<file path="config.mk">
export PLATFORM = sky130hd
export DESIGN_NAME = score_keeper
export DESIGN_NICKNAME = d
export VERILOG_FILES = /design/src/rtl/score_keeper.sv
export SDC_FILE = /design/constraint.sdc
export NUM_CORES = 1
export LEC_CHECK = 0
export CAP_MARGIN = 20
export CORE_ASPECT_RATIO = 1.1
export CORE_UTILIZATION = 35
export CTS_BUF_LIST = sky130_fd_sc_hd__clkbuf_2
export CTS_CLUSTER_DIAMETER = 30
export DETAILED_ROUTE_END_ITERATION = 6
export GPL_TIMING_DRIVEN = 0
export PLACE_DENSITY = 0.52
export RECOVER_POWER = 25
export SYNTH_ARGS = -nofsm -noshare
export SYNTH_HDL_FRONTEND = slang
export SYNTH_SLANG_ARGS = --single-unit
</file>
<file path="constraint.sdc">
create_clock -name clk -period 4.3 [get_ports clk]
set_clock_uncertainty 0.2 [all_clocks]
set_input_delay 0.43 -clock clk [delete_from_list [all_inputs] [get_ports clk]]
set_output_delay 0.43 -clock clk [all_outputs]
set_load 0.1 [all_outputs]
</file>
<file path="src/rtl/score_keeper.sv">
// Scoring engine: turns line-clear events into a saturating score, line total and level.
// Points are built by repeated addition (level+1 adds of the base value), so no multiplier.
module score_keeper #(
    parameter int unsigned LINES_PER_LEVEL = 10,
    parameter int unsigned MAX_SCORE       = 9999,
    parameter int unsigned MAX_LEVEL       = 15
) (
    input  logic        clk,
    input  logic        rst_n,
    input  logic        game_start,
    input  logic        clear_valid,
    input  logic [2:0]  clear_count,
    output logic        clear_ready,
    output logic [15:0] score,
    output logic [7:0]  lines,
    output logic [3:0]  level,
    output logic        score_update
);

    typedef enum logic [1:0] {StIdle, StAccum, StUpdate} state_e;

    localparam logic [8:0]  Lpl      = 9'(LINES_PER_LEVEL);
    localparam logic [16:0] MaxScore = 17'(MAX_SCORE);
    localparam logic [3:0]  MaxLevel = 4'(MAX_LEVEL);

    state_e      state_q, state_d;
    logic [10:0] base_q, base_d;
    logic [2:0]  count_q, count_d;
    logic [3:0]  cnt_q, cnt_d;
    logic [15:0] score_q, score_d;
    logic [7:0]  lines_q, lines_d;
    logic [3:0]  level_q, level_d;
    // Bit 8 is always zero in state; the width keeps the wrap-around arithmetic exact.
    logic [8:0]  lil_q, lil_d;
    logic        update_q, update_d;

    logic [16:0] score_sum;
    logic [8:0]  lines_sum;
    logic [8:0]  lil_sum;

    always_comb begin
        state_d   = state_q;
        base_d    = base_q;
        count_d   = count_q;
        cnt_d     = cnt_q;
        score_d   = score_q;
        lines_d   = lines_q;
        level_d   = level_q;
        lil_d     = lil_q;
        update_d  = 1'b0;

        score_sum = {1'b0, score_q} + {6'd0, base_q};
        lines_sum = {1'b0, lines_q} + {6'd0, count_q};
        lil_sum   = lil_q + {6'd0, count_q};

        if (game_start) begin
            state_d = StIdle;
            score_d = '0;
            lines_d = '0;
            level_d = '0;
            lil_d   = '0;
        end else begin
            unique case (state_q)
                StIdle: begin
                    if (clear_valid) begin
                        // Out-of-range counts run the full sequence with zero points and lines.
                        unique case (clear_count)
                            3'd1:    begin base_d = 11'd40;   count_d = 3'd1; end
                            3'd2:    begin base_d = 11'd100;  count_d = 3'd2; end
                            3'd3:    begin base_d = 11'd300;  count_d = 3'd3; end
                            3'd4:    begin base_d = 11'd1200; count_d = 3'd4; end
                            default: begin base_d = 11'd0;    count_d = 3'd0; end
                        endcase
                        cnt_d   = level_q;
                        state_d = StAccum;
                    end
                end
                StAccum: begin
                    score_d = (score_sum > MaxScore) ? MaxScore[15:0] : score_sum[15:0];
                    if (cnt_q == 4'd0) begin
                        state_d = StUpdate;
                    end else begin
                        cnt_d = cnt_q - 4'd1;
                    end
                end
                StUpdate: begin
                    lines_d = lines_sum[8] ? 8'd255 : lines_sum[7:0];
                    if (lil_sum >= Lpl) begin
                        lil_d   = lil_sum - Lpl;
                        level_d = (level_q >= MaxLevel) ? level_q : level_q + 4'd1;
                    end else begin
                        lil_d = lil_sum;
                    end
                    update_d = 1'b1;
                    state_d  = StIdle;
                end
                default: state_d = StIdle;
            endcase
        end
    end

    always_ff @(posedge clk or negedge rst_n) begin
        if (!rst_n) begin
            state_q  <= StIdle;
            base_q   <= '0;
            count_q  <= '0;
            cnt_q    <= '0;
            score_q  <= '0;
            lines_q  <= '0;
            level_q  <= '0;
            lil_q    <= '0;
            update_q <= 1'b0;
        end else begin
            state_q  <= state_d;
            base_q   <= base_d;
            count_q  <= count_d;
            cnt_q    <= cnt_d;
            score_q  <= score_d;
            lines_q  <= lines_d;
            level_q  <= level_d;
            lil_q    <= lil_d;
            update_q <= update_d;
        end
    end

    assign clear_ready  = (state_q == StIdle);
    assign score        = score_q;
    assign lines        = lines_q;
    assign level        = level_q;
    assign score_update = update_q;

endmodule

</file>
==> flow_metrics.tcl, run 1 <==
set metrics [dict create \
    outcome "finished, violations left" \
    violations "max-capacitance violations, max-slew violations" \
    cts_setup_buffers 0 \
    cp.arrival_ns 3.71 \
    fin_crit_ns 3.52 \
    die_w_um 98.9 \
    initial_core_util 0.364 \
    seq_area_frac_synth 0.339 \
    switching_power_w 0.000742 \
    cts_max_level 2 \
    setup_slack_ns 0.782 \
    drive_above_1_share 0.0835 \
    dr.pass1.iters 4 \
    die_h_um 109 \
    power_frac_comb 0.491 \
    p_per_area_mw_per_mm2 370 \
    via_per_inst 5.56 \
    hold_viol 0 \
    yosys-top-cells-area "dfrtp_1, ha_1, a21oi_1" \
    synth_cells 422 \
    crit_fanout 5 \
    path_clk_slew_ns 0.27 \
    coreArea_mm2 0.00994 \
    postSynthAreaPerCell_um2 8.57 \
    drt_wl_total_um 9390 \
    clock-root-buffer "clkbuf_2" \
    synth_top_area_cell "dfrtp_1" \
    synth_top_area_frac 0.339 \
    ys_async_sr_fraction 1.00 \
    area_delta_synth_final_pct 15.3 \
    yosysMostFrequentCell "dfrtp_1" \
    grt_util_all_layers 0.184 \
    drt_iter0_drc 119 \
    dp.final_hpwl_um 7130 \
    worst_pin_slew_ns 1.89 \
    instances_no_fill 587 \
    min_from "game_start" \
    rows 38 \
    cts_buffers 5 \
    power_frac_clock 0.134 \
    timing.fmax_mhz 284 \
    grt_pass1_wl_um 15600 \
    nets 493 \
    synth_ff_type "dfrtp_1" \
    fin_setup_tns_ns 0 \
    required_ns 4.49 \
    max_cap_violations 1 \
    vdd_drop_max_v 0.000134 \
    port_buffers 35 \
    synth-edff-count 0 \
    multi_input_area_mm2 0.00220 \
    ys_types 73 \
    rsz0062_at_grt "no" \
    final-setup-viol-count 0 \
    yosys_warnings 0 \
    cts_hold_buf 1 \
    cp-startpoint "count_q[0]" \
    finalPower_w 0.00154 \
    num_io_pins 37 \
    dp_slack_ns 0.846 \
    antenna_cells 0 \
    seqCellArea_mm2 0.00123 \
    max_slew_margin -0.257 \
    drtAntennaViolNets 0 \
    hold_slack_ns 0.327 \
    drc_errors 0 \
    cp-start-kind "flip-flop" \
    maxSlewViolCount 35 \
    dpl.cell_count 578 \
    vias 3264 \
    swShare 0.480 \
    synth_common_cells "dfrtp_1, nand2_1, nor2_1" \
    insertion_delay_ns 0.45 \
    seqPwrFrac 0.375 \
    gp_congestion 0.830 \
    grt_max_degree 35 \
    die_area_mm2 0.0107 \
    cts_tree "built" \
    r2r-start "count_q[0]" \
    synth.ff_latch_count 49 \
    grt_pass1_vias 3061 \
    grt.overflow.total 0 \
    cts_buffer_depth 2 \
    hold_path.class "input pin to flip-flop" \
    worstSetupEndpointType "flip-flop" \
    ctsResizeCount 0 \
    synthesis.nets 449 \
    criticalPathCategory "flip-flop to flip-flop" \
    syn-cell-area_mm2 0.00362 \
    antenna_found_initial 0 \
    wl_per_cell_um 16.0 \
    internal-power_w 0.000803 \
    p_leak_nw 1.77 \
    n_fill_cell 1015 \
    finalCritPeriodShare 0.818 \
    cts.sinks 49 \
]
-- path summary, 6_finish.rpt --
path / depth (start not counted) / end / slack (ns)
setup / recovery: 10 / lil_q[5] / 0.78
hold / removal: 3 / lil_q[6] / 0.33
setup reg to reg: 10 / lil_q[5] / 0.78
hold reg to reg: 2 / base_q[5] / 0.33
max in group asynchronous: 3 / lil_q[8] / 1.30
min in group asynchronous: 2 / lines[5] / 0.37
-- cell usage in the layout, fill, tap and decap left out, types with 5 or more instances in the layout --
cell type and count:
dfrtp_1 49, inv_1 18, o21ai_0 31, a21o_1 7
ha_1 17, nor2_1 35, nand2b_1 7, o211ai_1 5
a21oi_1 33, clkbuf_1 18, clkdlybuf4s50_1 34, mux2i_1 7
nor2b_1 11, a31oi_1 11, clkbuf_2 5, nand4_1 6
nor3_1 6, nand2_1 38, xor2_1 5, and3_1 5
a211oi_1 5, nand3_1 17, xnor2_1 10
-- area by class of cell --
class / instances / area share
Inverter: 18 / 0.0162
Multi-Input combinational cell: 329 / 0.527
Clock inverter: 3 / 0.00510
Buffer: 26 / 0.0300
Clock buffer: 5 / 0.00600
Tap cell: 120 / 0.0360
Timing Repair Buffer: 37 / 0.0858
Sequential cell: 49 / 0.294
-- metal layers --
| metal | vias to the layer above | share of wire | global-route usage |
|---|---|---|---|
| met1 | 1592 | 0.47 | 0.235 |
| met3 | 8 | 0.020 | 0.0256 |
| li1 | 1620 | - | - |
| met2 | 44 | 0.50 | 0.326 |
| met5 | - | 0 | 0 |
| met4 | 0 | 0.011 | 0.0458 |
-- critical path, cell delays in order, from the launching register on --
cell      delay, ns
dfrtp_1        0.52
ha_1           0.28
inv_1          0.07
fa_1           0.43
nand2b_1       0.22
a21oi_1        0.26
xnor2_1        0.23
o21ai_0        0.23
or4_2          0.70
a21o_1         0.19
a21oi_1        0.13
-- flip-flops by register name, summed over array words and instances (netlist names) --
name          flops
score            15
lil_q             9
lines             8
base_q            4
cnt_q             4
level             4
count_q           2
state_q           2
score_update      1
-- power groups by stage --
stage	sequential, W	clock [W]	combinational, W
floorplan	0.000729	0	0.000422
global placement	0.000587	0	0.000756
detailed placement	0.000589	0	0.000761
CTS	0.000580	0.000218	0.000764
global route	0.000589	0.000239	0.000835
finish	0.000579	0.000207	0.000759
-- metrics by stage --
stage / area (um^2) / util
finish: 4170 / 0.420
global route: 4170 / 0.420
CTS: 4190 / 0.422
detailed placement: 4130 / 0.416
global placement: 4120 / 0.415
floorplan: 3620 / -
-- kinds of logic (layout without fill, tap and decap cells) --
group	count (synthesis)	after routing	synth area share
AND/OR/NAND/NOR	154	154	0.216
AO/OA/AOI/OAI	128	128	0.244
flip-flops	49	49	0.339
buffers and inverters	44	89	0.0532
adder cells (fa/ha/maj)	20	20	0.0754
XOR/XNOR	15	15	0.0363
multiplexers	12	12	0.0360
(Power assumes the default switching activity.)
==> inputs of run 2 (changes only) <==
Clock period 4.3 ns to 3.27 ns, I/O delays scaled along.
==> run 2 against run 1 <==
  * The flow now finishes without violations
  * Routed wire length rose by 6.8%
  * Clock power rose by 31%
  * Total power rose by 36%
  * Worst hold slack got worse by 0.14 ns
  * Non-clock buffer count rose by 7
  * Utilization rose by 2.4 points
  * Setup slack got worse by 0.72 ns
  * Design area rose by 5.8%
  * Final cell count rose by 1.2%
  * Critical endpoint is now lil_q[8]
  * Largest cell class unchanged
  * Highest routed layer unchanged
==> flow_metrics.tcl, run 2 (synthesis results as in run 1) <==
set metrics [dict create \
    final_cell_mix "dfrtp_1, nand2_1, nor2_1" \
    drc_errors 0 \
    path_clk_slew_ns 0.31 \
    die_area_mm2 0.0107 \
    final-setup-viol-count 0 \
    outcome "finished, final reports clean" \
    via_per_inst 5.51 \
    num_io_pins 37 \
    nets 500 \
    drtAntennaViolNets 0 \
    placedInstanceArea_mm2 0.00415 \
    finalCritPeriodShare 0.980 \
    final_common_cell "dfrtp_1" \
    cp-startpoint "count_q[1]" \
    rsz0062_at_grt "yes" \
    cts_max_level 2 \
    drt_iter0_drc 112 \
    drive_above_1_share 0.171 \
    worstSetupEndpointType "flip-flop" \
    vdd_drop_max_v 0.000148 \
    crit_fanout 7 \
    initial_core_util 0.364 \
    insertion_delay_ns 0.50 \
    max_cap_violations 0 \
    clock-root-buffer "clkbuf_2" \
    slowest_stage "or4_4" \
    largest_reg_flops 15 \
    timing.fmax_mhz 312 \
    hold_viol 0 \
    die_h_um 109 \
    crit_path_max_incr_delay_ns 0.51 \
    grt.overflow.total 0 \
    antenna_found_initial 0 \
    cp.arrival_ns 3.40 \
    finalPower_w 0.00210 \
    fin_crit_ns 3.20 \
    path_buf_inv 1 \
    grt_pass1_vias 3137 \
    gp_congestion 0.824 \
    cts.sinks 49 \
    crit_chain "buf_6, ha_4, a211oi_4, nor2_4, or4_4, a221oi_4, a21oi_2, mux2i_1, mux2_2" \
    post-route-util 0.444 \
    hold_slack_ns 0.192 \
    max_slew_margin 0.350 \
    grt_util_all_layers 0.197 \
    criticalPathCategory "flip-flop to flip-flop" \
    finalInstanceArea_mm2 0.00441 \
    port_buffers 35 \
    wl_per_cell_um 16.9 \
    cts_buffers 5 \
    dr.pass1.iters 4 \
    antenna_cells 0 \
    required_ns 3.46 \
    drt_wl_total_um 10000 \
    rrSetupSlack_ns 0.07 \
    cp-start-kind "flip-flop" \
    area_delta_synth_final_pct 22.0 \
    dp.final_hpwl_um 7210 \
    grt_pass1_wl_um 16500 \
    die_w_um 98.9 \
    min_from "game_start" \
    rows 38 \
    p_leak_nw 1.82 \
    r2r-start "count_q[1]" \
    worst_pin_slew_ns 0.972 \
    hold_path.class "input pin to flip-flop" \
    cts_tree "built" \
    maxSlewViolCount 0 \
    cts_buffer_depth 2 \
    cpLargestDelayFamily "compound AO/OA/AOI/OAI gates" \
    vias 3271 \
    grt_max_degree 36 \
    p_per_area_mw_per_mm2 475 \
    coreArea_mm2 0.00994 \
]
## run 2: routing by layer
metal	up-vias	GRT usage	share of wire
li1	1626	-	-
met1	1603	0.250	0.47
met2	33	0.351	0.50
met3	9	0.0237	0.020
met4	0	0.0576	0.010
met5	-	0	0
## run 2: area by class of cell
cell class              count  area, um^2
fillers                   992        5520
multi-input cells         329        2350
well taps                 120         150
clock inverters             3        17.5
flip-flops and latches     49        1240
plain buffers              24         118
repair buffers             46         445
inverters                  18        67.6
clock buffers               5        25.0
## run 2: timing repair
item                                    CTS  global route
endpoints found under the setup margin   18            21
hold buffers                              1             0
setup buffers                             3             6
gates resized for setup                  14            24
pin swaps                                 1            12
endpoints found under the hold margin    49             0
## run 2: stage by stage
step | instances | setup TNS, ns | setup slack, ns
after CTS | 590 | 0 | 0.00494
after floorplan | 422 | 0 | 0.00650
after global routing | 594 | -0.0314 | -0.0123
after global placement | 577 | -2.61 | -0.376
final | 594 | 0 | 0.0667
after detailed placement | 578 | -0.920 | -0.182
## run 2: path summary, 6_finish.rpt
path,to,depth (start not counted)
setup / recovery,lil_q[8],9
hold / removal,lil_q[8],3
setup reg to reg,lil_q[8],9
hold reg to reg,base_q[5],2
max in group asynchronous,score[3],3
min in group asynchronous,lil_q[3],2
## run 2: tightest hold or removal path, delay by kind of cell
family,cells,cell delay (ns)
and+or+nand+nor,1,0.16
buffers and inverters,1,0.22
muxes,1,0.14
## run 2: power by group
| group | total (W) | internal [W] | switching [W] |
|---|---|---|---|
| sequential | 0.000765 | 0.000692 | 0.0000735 |
| combinational | 0.00106 | 0.000357 | 0.000705 |
| clock | 0.000271 | 0.0000497 | 0.000222 |
